File: config.mk
export PLATFORM = sky130hd
export DESIGN_NAME = framebuffer_scanout
export DESIGN_NICKNAME = d
export VERILOG_FILES = /design/src/rtl/gfx_pkg.sv /design/src/rtl/vga_timing_gen.sv /design/src/rtl/framebuffer_scanout.sv
export SDC_FILE = /design/constraint.sdc
export NUM_CORES = 1
export LEC_CHECK = 0
export BUFFER_PORTS_ARGS = -buffer_cell sky130_fd_sc_hd__clkbuf_2
export CAP_MARGIN = 10
export CORE_ASPECT_RATIO = 0.5
export CORE_MARGIN = 2
export CORE_UTILIZATION = 55
export CTS_BUF_LIST = sky130_fd_sc_hd__clkbuf_16
export DETAILED_ROUTE_END_ITERATION = 7
export GPL_ROUTABILITY_DRIVEN = 0
export PLACE_DENSITY = 0.87
export SETUP_SLACK_MARGIN = 0.2
export SYNTH_ARGS = -nofsm -noshare
export SYNTH_HDL_FRONTEND = slang
export SYNTH_SLANG_ARGS = --single-unit
File: constraint.sdc
create_clock -name display_out_clk -period 2.5 [get_ports display_out_clk]
set_input_delay 0.25 -clock display_out_clk [delete_from_list [all_inputs] [get_ports display_out_clk]]
set_output_delay 0.25 -clock display_out_clk [all_outputs]
set_load 0.05 [all_outputs]
File: src/rtl/gfx_pkg.sv
// Shared graphics types and default 320x240 -> 640x480@60 scan-out timing.
package gfx_pkg;

  localparam int unsigned FB_WIDTH      = 320;
  localparam int unsigned FB_HEIGHT     = 240;
  localparam int unsigned FB_SCALE      = 2;
  localparam int unsigned FB_RD_LATENCY = 1;

  localparam int unsigned VGA_H_ACT  = FB_WIDTH * FB_SCALE;
  localparam int unsigned VGA_H_FP   = 16;
  localparam int unsigned VGA_H_SYNC = 96;
  localparam int unsigned VGA_H_BP   = 48;
  localparam int unsigned VGA_V_ACT  = FB_HEIGHT * FB_SCALE;
  localparam int unsigned VGA_V_FP   = 10;
  localparam int unsigned VGA_V_SYNC = 2;
  localparam int unsigned VGA_V_BP   = 33;

  localparam int unsigned PIX_W = 16;

  typedef struct packed {
    logic [4:0] r;
    logic [5:0] g;
    logic [4:0] b;
  } pixel_t;

  // Width of a counter holding 0..n-1 (never below one bit).
  function automatic int unsigned cnt_width(input int unsigned n);
    return (n > 1) ? $clog2(n) : 1;
  endfunction

  // Framebuffer read-address width for a w x h surface.
  function automatic int unsigned addr_width(input int unsigned w, input int unsigned h);
    return cnt_width(w * h);
  endfunction

endpackage

File: src/rtl/vga_timing_gen.sv
// Raster h/v counters with combinational active, sync and frame-start decodes.
module vga_timing_gen
  import gfx_pkg::*;
#(
  parameter int unsigned H_ACT  = VGA_H_ACT,
  parameter int unsigned H_FP   = VGA_H_FP,
  parameter int unsigned H_SYNC = VGA_H_SYNC,
  parameter int unsigned H_BP   = VGA_H_BP,
  parameter int unsigned V_ACT  = VGA_V_ACT,
  parameter int unsigned V_FP   = VGA_V_FP,
  parameter int unsigned V_SYNC = VGA_V_SYNC,
  parameter int unsigned V_BP   = VGA_V_BP
) (
  input  logic clk,
  input  logic rst,
  output logic h_wrap_c,
  output logic v_wrap_c,
  output logic v_active_c,
  output logic active_c,
  output logic hsync_c,
  output logic vsync_c,
  output logic frame_start_c
);

  localparam int unsigned H_TOT  = H_ACT + H_FP + H_SYNC + H_BP;
  localparam int unsigned V_TOT  = V_ACT + V_FP + V_SYNC + V_BP;
  localparam int unsigned H_W    = cnt_width(H_TOT);
  localparam int unsigned V_W    = cnt_width(V_TOT);
  localparam int unsigned HS_BEG = H_ACT + H_FP;
  localparam int unsigned HS_END = HS_BEG + H_SYNC;
  localparam int unsigned VS_BEG = V_ACT + V_FP;
  localparam int unsigned VS_END = VS_BEG + V_SYNC;

  logic [H_W-1:0] h_cnt;
  logic [V_W-1:0] v_cnt;
  logic           v_last;

  assign v_last   = (v_cnt == V_W'(V_TOT - 1));
  assign h_wrap_c = (h_cnt == H_W'(H_TOT - 1));
  assign v_wrap_c = h_wrap_c && v_last;

  always_ff @(posedge clk) begin
    if (rst) begin
      h_cnt <= '0;
      v_cnt <= '0;
    end else if (h_wrap_c) begin
      h_cnt <= '0;
      v_cnt <= v_last ? '0 : v_cnt + V_W'(1);
    end else begin
      h_cnt <= h_cnt + H_W'(1);
    end
  end

  // Decodes are taken straight from the counter state; the caller aligns them.
  assign v_active_c    = (v_cnt < V_W'(V_ACT));
  assign active_c      = (h_cnt < H_W'(H_ACT)) && v_active_c;
  assign hsync_c       = (h_cnt >= H_W'(HS_BEG)) && (h_cnt < H_W'(HS_END));
  assign vsync_c       = (v_cnt >= V_W'(VS_BEG)) && (v_cnt < V_W'(VS_END));
  assign frame_start_c = (h_cnt == '0) && (v_cnt == '0);

endmodule

File: src/rtl/framebuffer_scanout.sv
// Framebuffer read side: raster address generation with pixel/line replication,
// sync delay line matched to the dpram latency, and registered video outputs.
module framebuffer_scanout
  import gfx_pkg::*;
#(
  parameter int unsigned DISPLAY_WIDTH  = FB_WIDTH,
  parameter int unsigned DISPLAY_HEIGHT = FB_HEIGHT,
  parameter int unsigned SCALE          = FB_SCALE,
  parameter int unsigned H_FP           = VGA_H_FP,
  parameter int unsigned H_SYNC         = VGA_H_SYNC,
  parameter int unsigned H_BP           = VGA_H_BP,
  parameter int unsigned V_FP           = VGA_V_FP,
  parameter int unsigned V_SYNC         = VGA_V_SYNC,
  parameter int unsigned V_BP           = VGA_V_BP,
  parameter int unsigned RD_LATENCY     = FB_RD_LATENCY,
  parameter bit          SYNC_ACTIVE    = 1'b0,
  parameter int unsigned ADDR_W         = addr_width(DISPLAY_WIDTH, DISPLAY_HEIGHT)
) (
  input  logic              display_out_clk,
  input  logic              rst,
  output logic [ADDR_W-1:0] fb_rd_addr,
  input  logic [PIX_W-1:0]  fb_rd_data,
  output logic [PIX_W-1:0]  pixel_out,
  output logic              hsync,
  output logic              vsync,
  output logic              de,
  output logic              frame_start
);

  localparam int unsigned H_ACT = DISPLAY_WIDTH * SCALE;
  localparam int unsigned V_ACT = DISPLAY_HEIGHT * SCALE;
  localparam int unsigned X_W   = cnt_width(DISPLAY_WIDTH + 1);
  localparam int unsigned SUB_W = cnt_width(SCALE);
  // Stages between the counters and the output register: address reg + RAM.
  localparam int unsigned PIPE  = RD_LATENCY + 1;

  logic h_wrap_c, v_wrap_c, v_active_c, active_c, hsync_c, vsync_c, frame_start_c;

  vga_timing_gen #(
    .H_ACT  (H_ACT),
    .H_FP   (H_FP),
    .H_SYNC (H_SYNC),
    .H_BP   (H_BP),
    .V_ACT  (V_ACT),
    .V_FP   (V_FP),
    .V_SYNC (V_SYNC),
    .V_BP   (V_BP)
  ) u_timing (
    .clk           (display_out_clk),
    .rst           (rst),
    .h_wrap_c      (h_wrap_c),
    .v_wrap_c      (v_wrap_c),
    .v_active_c    (v_active_c),
    .active_c      (active_c),
    .hsync_c       (hsync_c),
    .vsync_c       (vsync_c),
    .frame_start_c (frame_start_c)
  );

  logic [ADDR_W-1:0] line_base;
  logic [X_W-1:0]    src_x;
  logic [SUB_W-1:0]  sub_x;
  logic [SUB_W-1:0]  sub_y;

  // Source coordinates tracked incrementally so no multiplier is needed.
  always_ff @(posedge display_out_clk) begin
    if (rst) begin
      line_base  <= '0;
      src_x      <= '0;
      sub_x      <= '0;
      sub_y      <= '0;
      fb_rd_addr <= '0;
    end else begin
      fb_rd_addr <= active_c ? line_base + ADDR_W'(src_x) : '0;
      if (h_wrap_c) begin
        src_x <= '0;
        sub_x <= '0;
        if (v_wrap_c) begin
          line_base <= '0;
          sub_y     <= '0;
        end else if (v_active_c) begin
          if (sub_y == SUB_W'(SCALE - 1)) begin
            sub_y     <= '0;
            line_base <= line_base + ADDR_W'(DISPLAY_WIDTH);
          end else begin
            sub_y <= sub_y + SUB_W'(1);
          end
        end
      end else if (active_c) begin
        if (sub_x == SUB_W'(SCALE - 1)) begin
          sub_x <= '0;
          src_x <= src_x + X_W'(1);
        end else begin
          sub_x <= sub_x + SUB_W'(1);
        end
      end
    end
  end

  // Bit 0 is the newest stage; bit PIPE-1 lines up with fb_rd_data.
  logic [PIPE-1:0] de_sr, hs_sr, vs_sr, fs_sr;

  always_ff @(posedge display_out_clk) begin
    if (rst) begin
      de_sr <= '0;
      hs_sr <= '0;
      vs_sr <= '0;
      fs_sr <= '0;
    end else begin
      de_sr <= PIPE'({de_sr, active_c});
      hs_sr <= PIPE'({hs_sr, hsync_c});
      vs_sr <= PIPE'({vs_sr, vsync_c});
      fs_sr <= PIPE'({fs_sr, frame_start_c});
    end
  end

  pixel_t pixel_q;

  always_ff @(posedge display_out_clk) begin
    if (rst) begin
      pixel_q     <= '0;
      de          <= 1'b0;
      hsync       <= !SYNC_ACTIVE;
      vsync       <= !SYNC_ACTIVE;
      frame_start <= 1'b0;
    end else begin
      pixel_q     <= de_sr[PIPE-1] ? pixel_t'(fb_rd_data) : '0;
      de          <= de_sr[PIPE-1];
      hsync       <= hs_sr[PIPE-1] ? SYNC_ACTIVE : !SYNC_ACTIVE;
      vsync       <= vs_sr[PIPE-1] ? SYNC_ACTIVE : !SYNC_ACTIVE;
      frame_start <= fs_sr[PIPE-1];
    end
  end

  assign pixel_out = pixel_q;

endmodule
==> results of run 1 <==
cells in the final DEF, fill, tap and decap left out, types with 13 or more instances in the layout:
master / Yosys / routed
xnor2_1: 16 / 16
nor2_1: 31 / 31
clkbuf_2: 1 / 54
and2_1: 23 / 23
nand3_1: 19 / 19
nand2_1: 26 / 26
dfxtp_1: 87 / 87
a21oi_1: 28 / 28
or4_1: 13 / 13
power groups by stage:
stage / logic, uW / registers, uW / clock network [uW]
6_report: 132 / 1430 / 1320
5_1_grt: 142 / 1440 / 1410
4_1_cts: 132 / 1430 / 1330
3_5_place_dp: 131 / 1460 / 0
3_3_place_gp: 129 / 1460 / 0
2_1_floorplan: 51.0 / 1500 / 0
worst min path at each step:
stage                                   start                      end  slack, ns
after floorplan                           rst   frame_start$_SDFF_PP0_       0.32
after global placement    vs_sr[1]$_SDFF_PP0_         vsync$_SDFF_PP1_       0.35
after detailed placement  vs_sr[1]$_SDFF_PP0_         vsync$_SDFF_PP1_       0.36
after CTS                       fb_rd_data[0]  pixel_out[0]$_SDFF_PP0_       0.10
after global routing            fb_rd_data[1]  pixel_out[1]$_SDFF_PP0_       0.10
final                           fb_rd_data[0]  pixel_out[0]$_SDFF_PP0_       0.11
stage by stage:
| step | area [um^2] | cells |
|---|---|---|
| finish | 4180 | 528 |
| CTS | 4170 | 528 |
| global placement | 3870 | 512 |
| floorplan | 3520 | 380 |
| detailed placement | 3870 | 512 |
| global route | 4180 | 528 |
routing by layer:
metal	vias up	part of all wire (%)
li1	1469	-
met1	1369	45
met2	121	45
met3	15	9.0
met4	0	1.5
met5	-	0
kinds of logic after synthesis:
| logic type | synth area share, % |
|---|---|
| DFF | 49.4 |
| AOI/OAI and AO/OA | 11.5 |
| buffers and inverters | 3.20 |
| and+or+nand+nor | 27.2 |
| adders and majority gates | 3.20 |
| xor gates and xnor gates | 5.47 |
layout make-up:
class | count | share of cell area [%]
clock buffers | 9 | 5.39
clock inverters | 7 | 1.71
inverters | 10 | 0.898
multi-input cells | 267 | 40.1
flip-flops and latches | 87 | 41.7
well taps | 88 | 2.64
repair buffers | 60 | 7.55
registers in the layout, summed over array words and instances, names as in the netlist:
signal and flops:
sub_x 1, src_x 9, fs_sr 2, sub_y 1, de 1, vsync 1
vs_sr 2, hsync 1, frame_start 1, fb_rd_addr 17, u_timing.h_cnt 10, de_sr 2
u_timing.v_cnt 10, line_base 11, hs_sr 2, pixel_out 16
==> results_dict.tcl, run 1 <==
set metrics [dict create \
    final_layout_size_suffix_gt1_share_pct 18.4 \
    synth.avg_cell_area_um2 9.27 \
    antenna_cells 0 \
    die_w_um 117 \
    avgViaCountPerCell 5.63 \
    drtIter0Drc 202 \
    area_delta_synth_final_pct 18.6 \
    r2r_start "u_timing.h_cnt[0]$_SDFF_PP0_" \
    regToRegSetupSlack_ns 0.40 \
    post_cts_buffers 0 \
    required_ns 2.77 \
    worst_pin_slew_ns 0.767 \
    yosys.area.top_type "dfxtp_1" \
    async_reset_ff_share_pct 0 \
    cts_made_buffers 9 \
    fin_ws_ns 0.402 \
    syn-cell-area_um2 3520 \
    hold_path_depth 2 \
    fill_cells 454 \
    power_switching_uw 652 \
    cp.depth 5 \
    cts_buffer_depth 2 \
    grt-busiest-layer "met2" \
    power_density_nw_per_um2 690 \
    crit_chain "ha_1, and4_1, nand4_1, or4b_1, a21oi_1" \
    core_area_um2 6130 \
    yosysMostFrequentCell "dfxtp_1" \
    criticalPathCategory "flop to flop" \
    drv_slew 0 \
    clock-sinks 87 \
    cpPeakStageDelay_ns 0.55 \
    worst_ir_drop_vdd_mv 0.310 \
    reg2regPathDepth 5 \
    first_global_vias 2672 \
    grt_usage_pct 22.8 \
    p_int_uw 2230 \
    cp_max_fo 6 \
    power_frac_clock_pct 45.7 \
    grt_use_met3_pct 8.69 \
    ioPinCount 55 \
    combPwrFrac_pct 4.6 \
    synth_edf_count 0 \
    period_needed_ns 2.10 \
    ys_seq_area_share_pct 49.4 \
    finalCritPeriodShare_pct 83.9 \
    htreeDepth 3 \
    syn-instance-count 380 \
    cp-endpoint "u_timing.v_cnt[6]$_SDFFE_PP0P_" \
    tritoncts "built" \
    yosysTopAreaCellShare_pct 49.4 \
    cp.arrival_ns 2.37 \
    antenna_found_initial 0 \
    regArea_um2 1740 \
    routed_wl_um 7530 \
    final_util_pct 68.1 \
    pwr-share-seq_pct 49.7 \
    hold_path_class "input pin to flop" \
    timing.hold.ws_ns 0.110 \
    place_ws_ns 0.352 \
    ys.flop_type "dfxtp_1" \
    multi_input_area_um2 1680 \
    ys_warn_count 0 \
    dieArea_um2 7100 \
    portBuffers 54 \
    rows 20 \
    synth.distinct_cells 47 \
    setup_viol 0 \
    critPathSlowestCell "or4b_1" \
    nets 462 \
    grt_pass1_wl_um 12400 \
    cap_viol_max_count 0 \
    setup_tns_ns 0 \
    dp_hpwl_um 5240 \
    max_freq_mhz 477 \
    gr-usage-met1_pct 28.4 \
    vias 2974 \
    r2r-end "u_timing.v_cnt[6]$_SDFFE_PP0P_" \
    hold_buffers 0 \
    drc 0 \
    max_slew_margin_pct 48.5 \
    synth.net_count 407 \
    path_buf_inv 0 \
    synth_area_leaders "dfxtp_1, and2_1, a21oi_1" \
    power_uw 2880 \
    grtUsageMet2_pct 36.5 \
    routedWlPerCell_um 14.3 \
    outcome "finished clean" \
    firstDrtPassIters 5 \
    endpoint_kind "flop" \
    cp_top_family "simple AND/OR/NAND/NOR gates" \
    finalHoldViolations 0 \
    swShare_pct 22.6 \
    synth_seq_cells 87 \
    grt-ovfl-total 0 \
    p_leak_uw 0.00164 \
    start_kind "flop" \
    cts-resized-gates 0 \
    synth_common_cells "dfxtp_1, nor2_1, a21oi_1, nand2_1, and2_1" \
    clk_pin_slew_ns 0.06 \
    clockRootBuffer "clkbuf_16" \
    finClkSkew_ns 0.00751 \
    die_h_um 60.6 \
    grt_max_degree 20 \
    rsz0062_at_grt "no" \
    insertion_delay_ns 0.34 \
    start_util_pct 57.5 \
    postRouteAntennaNets 0 \
    crit_start "u_timing.h_cnt[0]$_SDFF_PP0_" \
]
No activity file was read; power rests on OpenSTA's default activity.
==> run 2, diff against run 1 <==
--- a/config.mk
+++ b/config.mk
@@ -9,11 +9,11 @@
 export CAP_MARGIN = 10
 export CORE_ASPECT_RATIO = 0.5
 export CORE_MARGIN = 2
-export CORE_UTILIZATION = 55
+export CORE_UTILIZATION = 50
 export CTS_BUF_LIST = sky130_fd_sc_hd__clkbuf_16
 export DETAILED_ROUTE_END_ITERATION = 7
 export GPL_ROUTABILITY_DRIVEN = 0
-export PLACE_DENSITY = 0.87
+export PLACE_DENSITY = 0.83
 export SETUP_SLACK_MARGIN = 0.2
 export SYNTH_ARGS = -nofsm -noshare
 export SYNTH_HDL_FRONTEND = slang
==> constraint.sdc (replaced) <==
create_clock -name display_out_clk -period 1.8 [get_ports display_out_clk]
set_input_delay 0.18 -clock display_out_clk [delete_from_list [all_inputs] [get_ports display_out_clk]]
set_output_delay 0.18 -clock display_out_clk [all_outputs]
set_load 0.05 [all_outputs]
==> run 2 against run 1 <==
Compared with the run above: the flow now finishes with violations (setup timing); first-iteration DRC count is 96% higher; setup slack worse by 0.42 ns; wire length is 50% higher; non-clock buffer count is 52 higher; final area is 21% higher; critical path type unchanged; critical endpoint is now line_base[13]$_SDFFE_PP0P_; largest cell class is now multi-input combinational cells.
==> results_dict.tcl, run 2 (same netlist as run 1, synthesis figures left out) <==
set metrics [dict create \
    grt_pass1_wl_um 14700 \
    dp_hpwl_um 5790 \
    largest_reg_flops 17 \
    outcome "complete, but fails checks" \
    regArea_um2 1760 \
    hold_buffers 0 \
    start_util_pct 52.2 \
    final_layout_size_suffix_gt1_share_pct 40.0 \
    rsz0062_at_grt "yes" \
    required_ns 2.08 \
    hold_path_class "input pin to flop" \
    grt_use_met3_pct 8.33 \
    period_needed_ns 1.82 \
    multi_input_area_um2 2010 \
    avgViaCountPerCell 6.18 \
    antenna_cells 0 \
    nets 514 \
    power_density_nw_per_um2 837 \
    finClkSkew_ns 0.00830 \
    antenna_found_initial 0 \
    vias 3612 \
    fill_cells 379 \
    first_global_vias 3023 \
    area_delta_synth_final_pct 43.1 \
    setup_viol 2 \
    drtIter0Drc 396 \
    htreeDepth 3 \
    grt-ovfl-total 0 \
    finalHoldViolations 0 \
    grt_usage_pct 24.9 \
    dpl_cell_area_um2 4110 \
    routed_wl_um 11300 \
    endpoint_kind "flop" \
    grtUsageMet2_pct 39.7 \
    rows 21 \
    grt-busiest-layer "met2" \
    start_kind "flop" \
    core_area_um2 6750 \
    place_ws_ns 0.0745 \
    clockRootBuffer "clkbuf_16" \
    cts_buffer_depth 2 \
    clock-sinks 87 \
    max_freq_mhz 551 \
    dieArea_um2 7780 \
    firstDrtPassIters 5 \
    cp.arrival_ns 2.09 \
    drc 0 \
    die_h_um 63.4 \
    die_w_um 123 \
    gr-usage-met1_pct 30.6 \
    final_common_cell "dfxtp_1" \
    tritoncts "built" \
    top_register "fb_rd_addr" \
    p_leak_uw 0.00198 \
    final_cell_mix "dfxtp_1, clkbuf_2, buf_4" \
    power_uw 4220 \
    routedWlPerCell_um 19.4 \
    clk_pin_slew_ns 0.06 \
    ioPinCount 55 \
    max_slew_margin_pct 50.7 \
    fin_ws_ns -0.0165 \
    drv_slew 0 \
    cts_made_buffers 9 \
    postRouteAntennaNets 0 \
    cp_max_fo 5 \
    worst_ir_drop_vdd_mv 0.465 \
    criticalPathCategory "flop to flop" \
    final_area_um2 5040 \
    violations "setup timing" \
    portBuffers 54 \
    insertion_delay_ns 0.35 \
    grt_max_degree 18 \
    cap_viol_max_count 0 \
    worst_pin_slew_ns 0.738 \
    finalCritPeriodShare_pct 101 \
]
==> run 2: changes by cell type in the layout (fill, tap and decap cells not counted), sizes merged <==
| cell | before | now |
|---|---|---|
| clkinvlp | 2 | 0 |
| clkinv | 1 | 3 |
| clkbuf | 63 | 64 |
| inv | 13 | 12 |
| buf | 6 | 57 |
| bufinv | 1 | 2 |
==> run 2: power by group <==
part	internal, uW	total (uW)	switching, uW
sequential	1960	1990	30.1
clock	1210	1980	771
combinational	94.5	253	159
==> run 2: critical path, stage by stage, from the launching register on <==
cell and delay (ns):
dfxtp_4 0.36, ha_4 0.16, and4_4 0.22, buf_6 0.12, nand3_4 0.11, buf_12 0.16, or4_4 0.43, a21oi_2 0.17
==> run 2: final cells by class <==
cell class / instances / area share, %
well taps: 92 / 2.28
repair buffers: 112 / 15.8
clock inverters: 7 / 1.79
flip-flops and latches: 87 / 35.0
clock buffers: 9 / 4.47
multi-input cells: 267 / 40.0
inverters: 10 / 0.744
==> run 2: per-stage QoR <==
| step | instances | util, % | TNS [ns] | hold slack (ns) |
|---|---|---|---|---|
| 3_3_place_gp | 539 | 60.9 | 0 | 0.347 |
| 4_1_cts | 573 | 69.1 | 0 | 0.0302 |
| 3_5_place_dp | 539 | 60.9 | 0 | 0.360 |
| 2_1_floorplan | 380 | - | 0 | 0.252 |
| 6_report | 584 | 74.7 | -0.0184 | 0.0315 |
| 5_1_grt | 584 | 74.7 | -0.0591 | 0.0320 |
==> run 2: worst paths after layout <==
kind	start	endpoint	slack, ns	cells after the start
setup / recovery	u_timing.h_cnt[0]$_SDFF_PP0_	line_base[13]$_SDFFE_PP0P_	-0.02	7
hold reg to reg	vs_sr[1]$_SDFF_PP0_	vsync$_SDFF_PP1_	0.37	1
hold / removal	fb_rd_data[15]	pixel_out[15]$_SDFF_PP0_	0.03	2
setup reg to reg	u_timing.h_cnt[0]$_SDFF_PP0_	line_base[13]$_SDFFE_PP0P_	-0.02	7
==> run 2: layer usage <==
metal | wire length [um] | share of wire, % | vias up
met4 | 605 | 5.3 | 0
met1 | 4160 | 37 | 1663
met5 | 0 | 0 | -
met2 | 5180 | 46 | 290
li1 | - | - | 1570
met3 | 1390 | 12 | 89
==> run 2: what timing repair did <==
item	4_1_cts	5_1_grt
endpoints found under the setup margin	32	53
pin swaps	16	31
resized for setup	23	70
cloned	0	2
buffers inserted	18	9
==> run 3, diff against run 2 <==
--- a/config.mk
+++ b/config.mk
@@ -13,8 +13,9 @@
 export CTS_BUF_LIST = sky130_fd_sc_hd__clkbuf_16
 export DETAILED_ROUTE_END_ITERATION = 7
 export GPL_ROUTABILITY_DRIVEN = 0
-export PLACE_DENSITY = 0.83
+export PLACE_DENSITY = 0.84
 export SETUP_SLACK_MARGIN = 0.2
 export SYNTH_ARGS = -nofsm -noshare
 export SYNTH_HDL_FRONTEND = slang
+export SYNTH_HIERARCHICAL = 1
 export SYNTH_SLANG_ARGS = --single-unit
==> constraint.sdc (replaced) <==
create_clock -name display_out_clk -period 1.8 [get_ports display_out_clk]
set_input_delay 0.18 -clock display_out_clk [delete_from_list [all_inputs] [get_ports display_out_clk]]
set_output_delay 0.18 -clock display_out_clk [all_outputs]
set_load 0.005 [all_outputs]
==> run 3 against run 2 <==
Compared with the run above: the flow still finishes with violations (setup timing); worst hold slack improved by 0.0039 ns; critical path depth rose by 2; count of clock-buffer cells in the layout did not move; register-to-register slack got worse by 0.18 ns; global-route usage fell by 1.7 points; total power fell by 3.5%; clock skew barely moved; maximum frequency fell by 9.2%; non-clock buffer count fell by 8; die area fell by 1.9%; critical path type unchanged; critical endpoint is now line_base[16]$_SDFFE_PP0P_; largest cell class unchanged; largest power group unchanged.
==> results_dict.tcl, run 3 <==
set metrics [dict create \
    multi_input_area_um2 1880 \
    combPwrFrac_pct 3.5 \
    regToRegSetupSlack_ns -0.20 \
    path_buf_inv 1 \
    critPathSlowestCell "dfxtp_4" \
    clk_pin_slew_ns 0.06 \
    drc 0 \
    timing.hold.ws_ns 0.0354 \
    cp_top_family "simple AND/OR/NAND/NOR gates" \
    largest_reg_flops 17 \
    max_freq_mhz 500 \
    area_delta_synth_final_pct 38.0 \
    criticalPathCategory "flop to flop" \
    grt_usage_pct 23.2 \
    syn-cell-area_um2 3450 \
    min-delay-start "fb_rd_data[3]" \
    worst_ir_drop_vdd_mv 0.474 \
    crit_chain "inv_1, ha_1, nor2b_1, nand3_1, nor2_4, a21o_4, nand2_2, or3_1, a21oi_1" \
    ys.flop_type "dfxtp_1" \
    yosysMostFrequentCell "dfxtp_1" \
    firstDrtPassIters 5 \
    yosys.area.top_type "dfxtp_1" \
    cp_max_fo 7 \
    clock-sinks 87 \
    grt-ovfl-total 0 \
    portBuffers 54 \
    finClkSkew_ns 0.00806 \
    required_ns 2.07 \
    postRouteAntennaNets 0 \
    synth.avg_cell_area_um2 9.38 \
    setup_viol 15 \
    synth_area_leaders "dfxtp_1, xnor2_1, nor2_1" \
    violations "setup timing" \
    regArea_um2 1750 \
    power_frac_clock_pct 48.0 \
    r2r_start "u_timing/v_cnt[0]$_SDFFE_PP0P_" \
    cpPeakStageDelay_ns 0.36 \
    cts_buffer_depth 2 \
    finalHoldViolations 0 \
    synth.distinct_cells 45 \
    vias 3087 \
    core_area_um2 6670 \
    worst_pin_slew_ns 0.851 \
    final_layout_size_suffix_gt1_share_pct 35.0 \
    swShare_pct 20.8 \
    tritoncts "built" \
    insertion_delay_ns 0.35 \
    die_h_um 62.8 \
    hold_end "pixel_out[3]$_SDFF_PP0_" \
    start_util_pct 51.7 \
    instances_no_fill 569 \
    ys_seq_area_share_pct 50.4 \
    ys_warn_count 6 \
    synth.net_count 395 \
    routedWlPerCell_um 16.1 \
    clockRootBuffer "clkbuf_16" \
    rows 21 \
    top_register "fb_rd_addr" \
    hold_path_class "input pin to flop" \
    routed_wl_um 9160 \
    power_density_nw_per_um2 855 \
    start_kind "flop" \
    hold_path_depth 2 \
    rsz0062_at_grt "yes" \
    async_reset_ff_share_pct 0 \
    first_global_vias 2974 \
    yosysTopAreaCellShare_pct 50.4 \
    p_leak_uw 0.00195 \
    outcome "complete, but fails checks" \
    final_cell_mix "dfxtp_1, clkbuf_2, nor2_1" \
    dp_hpwl_um 5040 \
    grt_max_degree 18 \
    drv_slew 0 \
    dp_cells 548 \
    finalCritPeriodShare_pct 111 \
    cap_viol_max_count 0 \
    p_int_uw 3230 \
    dieArea_um2 7630 \
    htreeDepth 3 \
    grt_pass1_wl_um 13800 \
    final_common_cell "dfxtp_1" \
    synth_seq_cells 87 \
    power_switching_uw 846 \
    crit_start "u_timing/v_cnt[0]$_SDFFE_PP0P_" \
    pwr-share-seq_pct 48.5 \
    syn-instance-count 368 \
    antenna_found_initial 0 \
    place_ws_ns -0.0934 \
    endpoint_kind "flop" \
    synth_common_cells "dfxtp_1, nor2_1, and2_1, xnor2_1, nand2_1" \
    max_slew_margin_pct 43.2 \
    die_w_um 122 \
    cp.arrival_ns 2.27 \
    ioPinCount 55 \
    cts_made_buffers 9 \
    nets 499 \
    r2r-end "line_base[16]$_SDFFE_PP0P_" \
    synth_edf_count 0 \
    period_needed_ns 2.00 \
    fill_cells 428 \
    antenna_cells 0 \
    reg2regPathDepth 9 \
    avgViaCountPerCell 5.43 \
    fin_ws_ns -0.201 \
    drtIter0Drc 253 \
]
==> run 3: kinds of logic (layout without fill, tap and decap cells) <==
logic type / Yosys count / after routing / synth area share [%]
muxes: 1 / 1 / 0.290
DFF: 87 / 87 / 50.4
buffers and inverters: 25 / 133 / 3.33
xor gates and xnor gates: 37 / 37 / 9.38
AOI/OAI and AO/OA: 34 / 34 / 6.20
and+or+nand+nor: 175 / 176 / 27.1
adders and majority gates: 9 / 9 / 3.26
==> run 3: through the flow <==
step | util, % | cell area (um^2) | setup TNS [ns] | total power [uW]
after floorplan | - | 3520 | -2.05 | 2080
after global placement | 62.4 | 4160 | -0.174 | 2140
after detailed placement | 62.4 | 4160 | -0.600 | 2150
after CTS | 69.2 | 4620 | -0.00779 | 4070
after global routing | 71.4 | 4760 | -1.84 | 4210
final | 71.4 | 4760 | -1.46 | 4070
==> run 3: worst max-delay path by stage <==
stage / end / slack, ns / depth (start not counted)
after floorplan: line_base[16]$_SDFFE_PP0P_ / -0.22 / 10
after global placement: line_base[12]$_SDFFE_PP0P_ / -0.05 / 9
after detailed placement: line_base[16]$_SDFFE_PP0P_ / -0.09 / 8
after CTS: line_base[16]$_SDFFE_PP0P_ / -0.008 / 8
after global routing: line_base[16]$_SDFFE_PP0P_ / -0.21 / 9
final: line_base[16]$_SDFFE_PP0P_ / -0.20 / 9
==> run 3: layout make-up <==
class                           instances  area share [%]
Multi-Input combinational cell        257            39.4
Sequential cell                        87            36.8
Timing Repair Buffer                  104            13.8
Clock buffer                            9            4.73
Tap cell                               92            2.42
Clock inverter                          7            1.84
Inverter                               13            1.08
==> run 3: worst register-to-register path: stages, from the launching register on <==
cell	delay, ns
dfxtp_4	0.36
inv_1	0.07
ha_1	0.16
nor2b_1	0.25
nand3_1	0.23
nor2_4	0.18
a21o_4	0.14
nand2_2	0.06
or3_1	0.33
a21oi_1	0.14
==> run 3: per-layer routing <==
metal,routed length (um),vias to the layer above,share of wire [%],GRT usage (%)
met5,0,-,0,0
met4,201,0,2.2,9.77
met3,522,20,5.7,7.57
met2,4690,121,51,40.4
met1,3740,1495,41,26.1
li1,-,1451,-,-
==> run 3: power by group through the flow <==
stage | Sequential (uW) | Clock, uW | Combinational [uW]
6_report | 1980 | 1950 | 142
5_1_grt | 1980 | 2070 | 156
4_1_cts | 1970 | 1960 | 131
3_5_place_dp | 2020 | 0 | 127
3_3_place_gp | 2020 | 0 | 123
2_1_floorplan | 2020 | 0 | 62.6
==> run 3: timing repair <==
item	in CTS	in global routing
pin swaps	6	19
gates cloned	0	1
buffers inserted	2	2
setup endpoints to repair	47	48
hold buffers	0	0
gates resized for setup	29	24
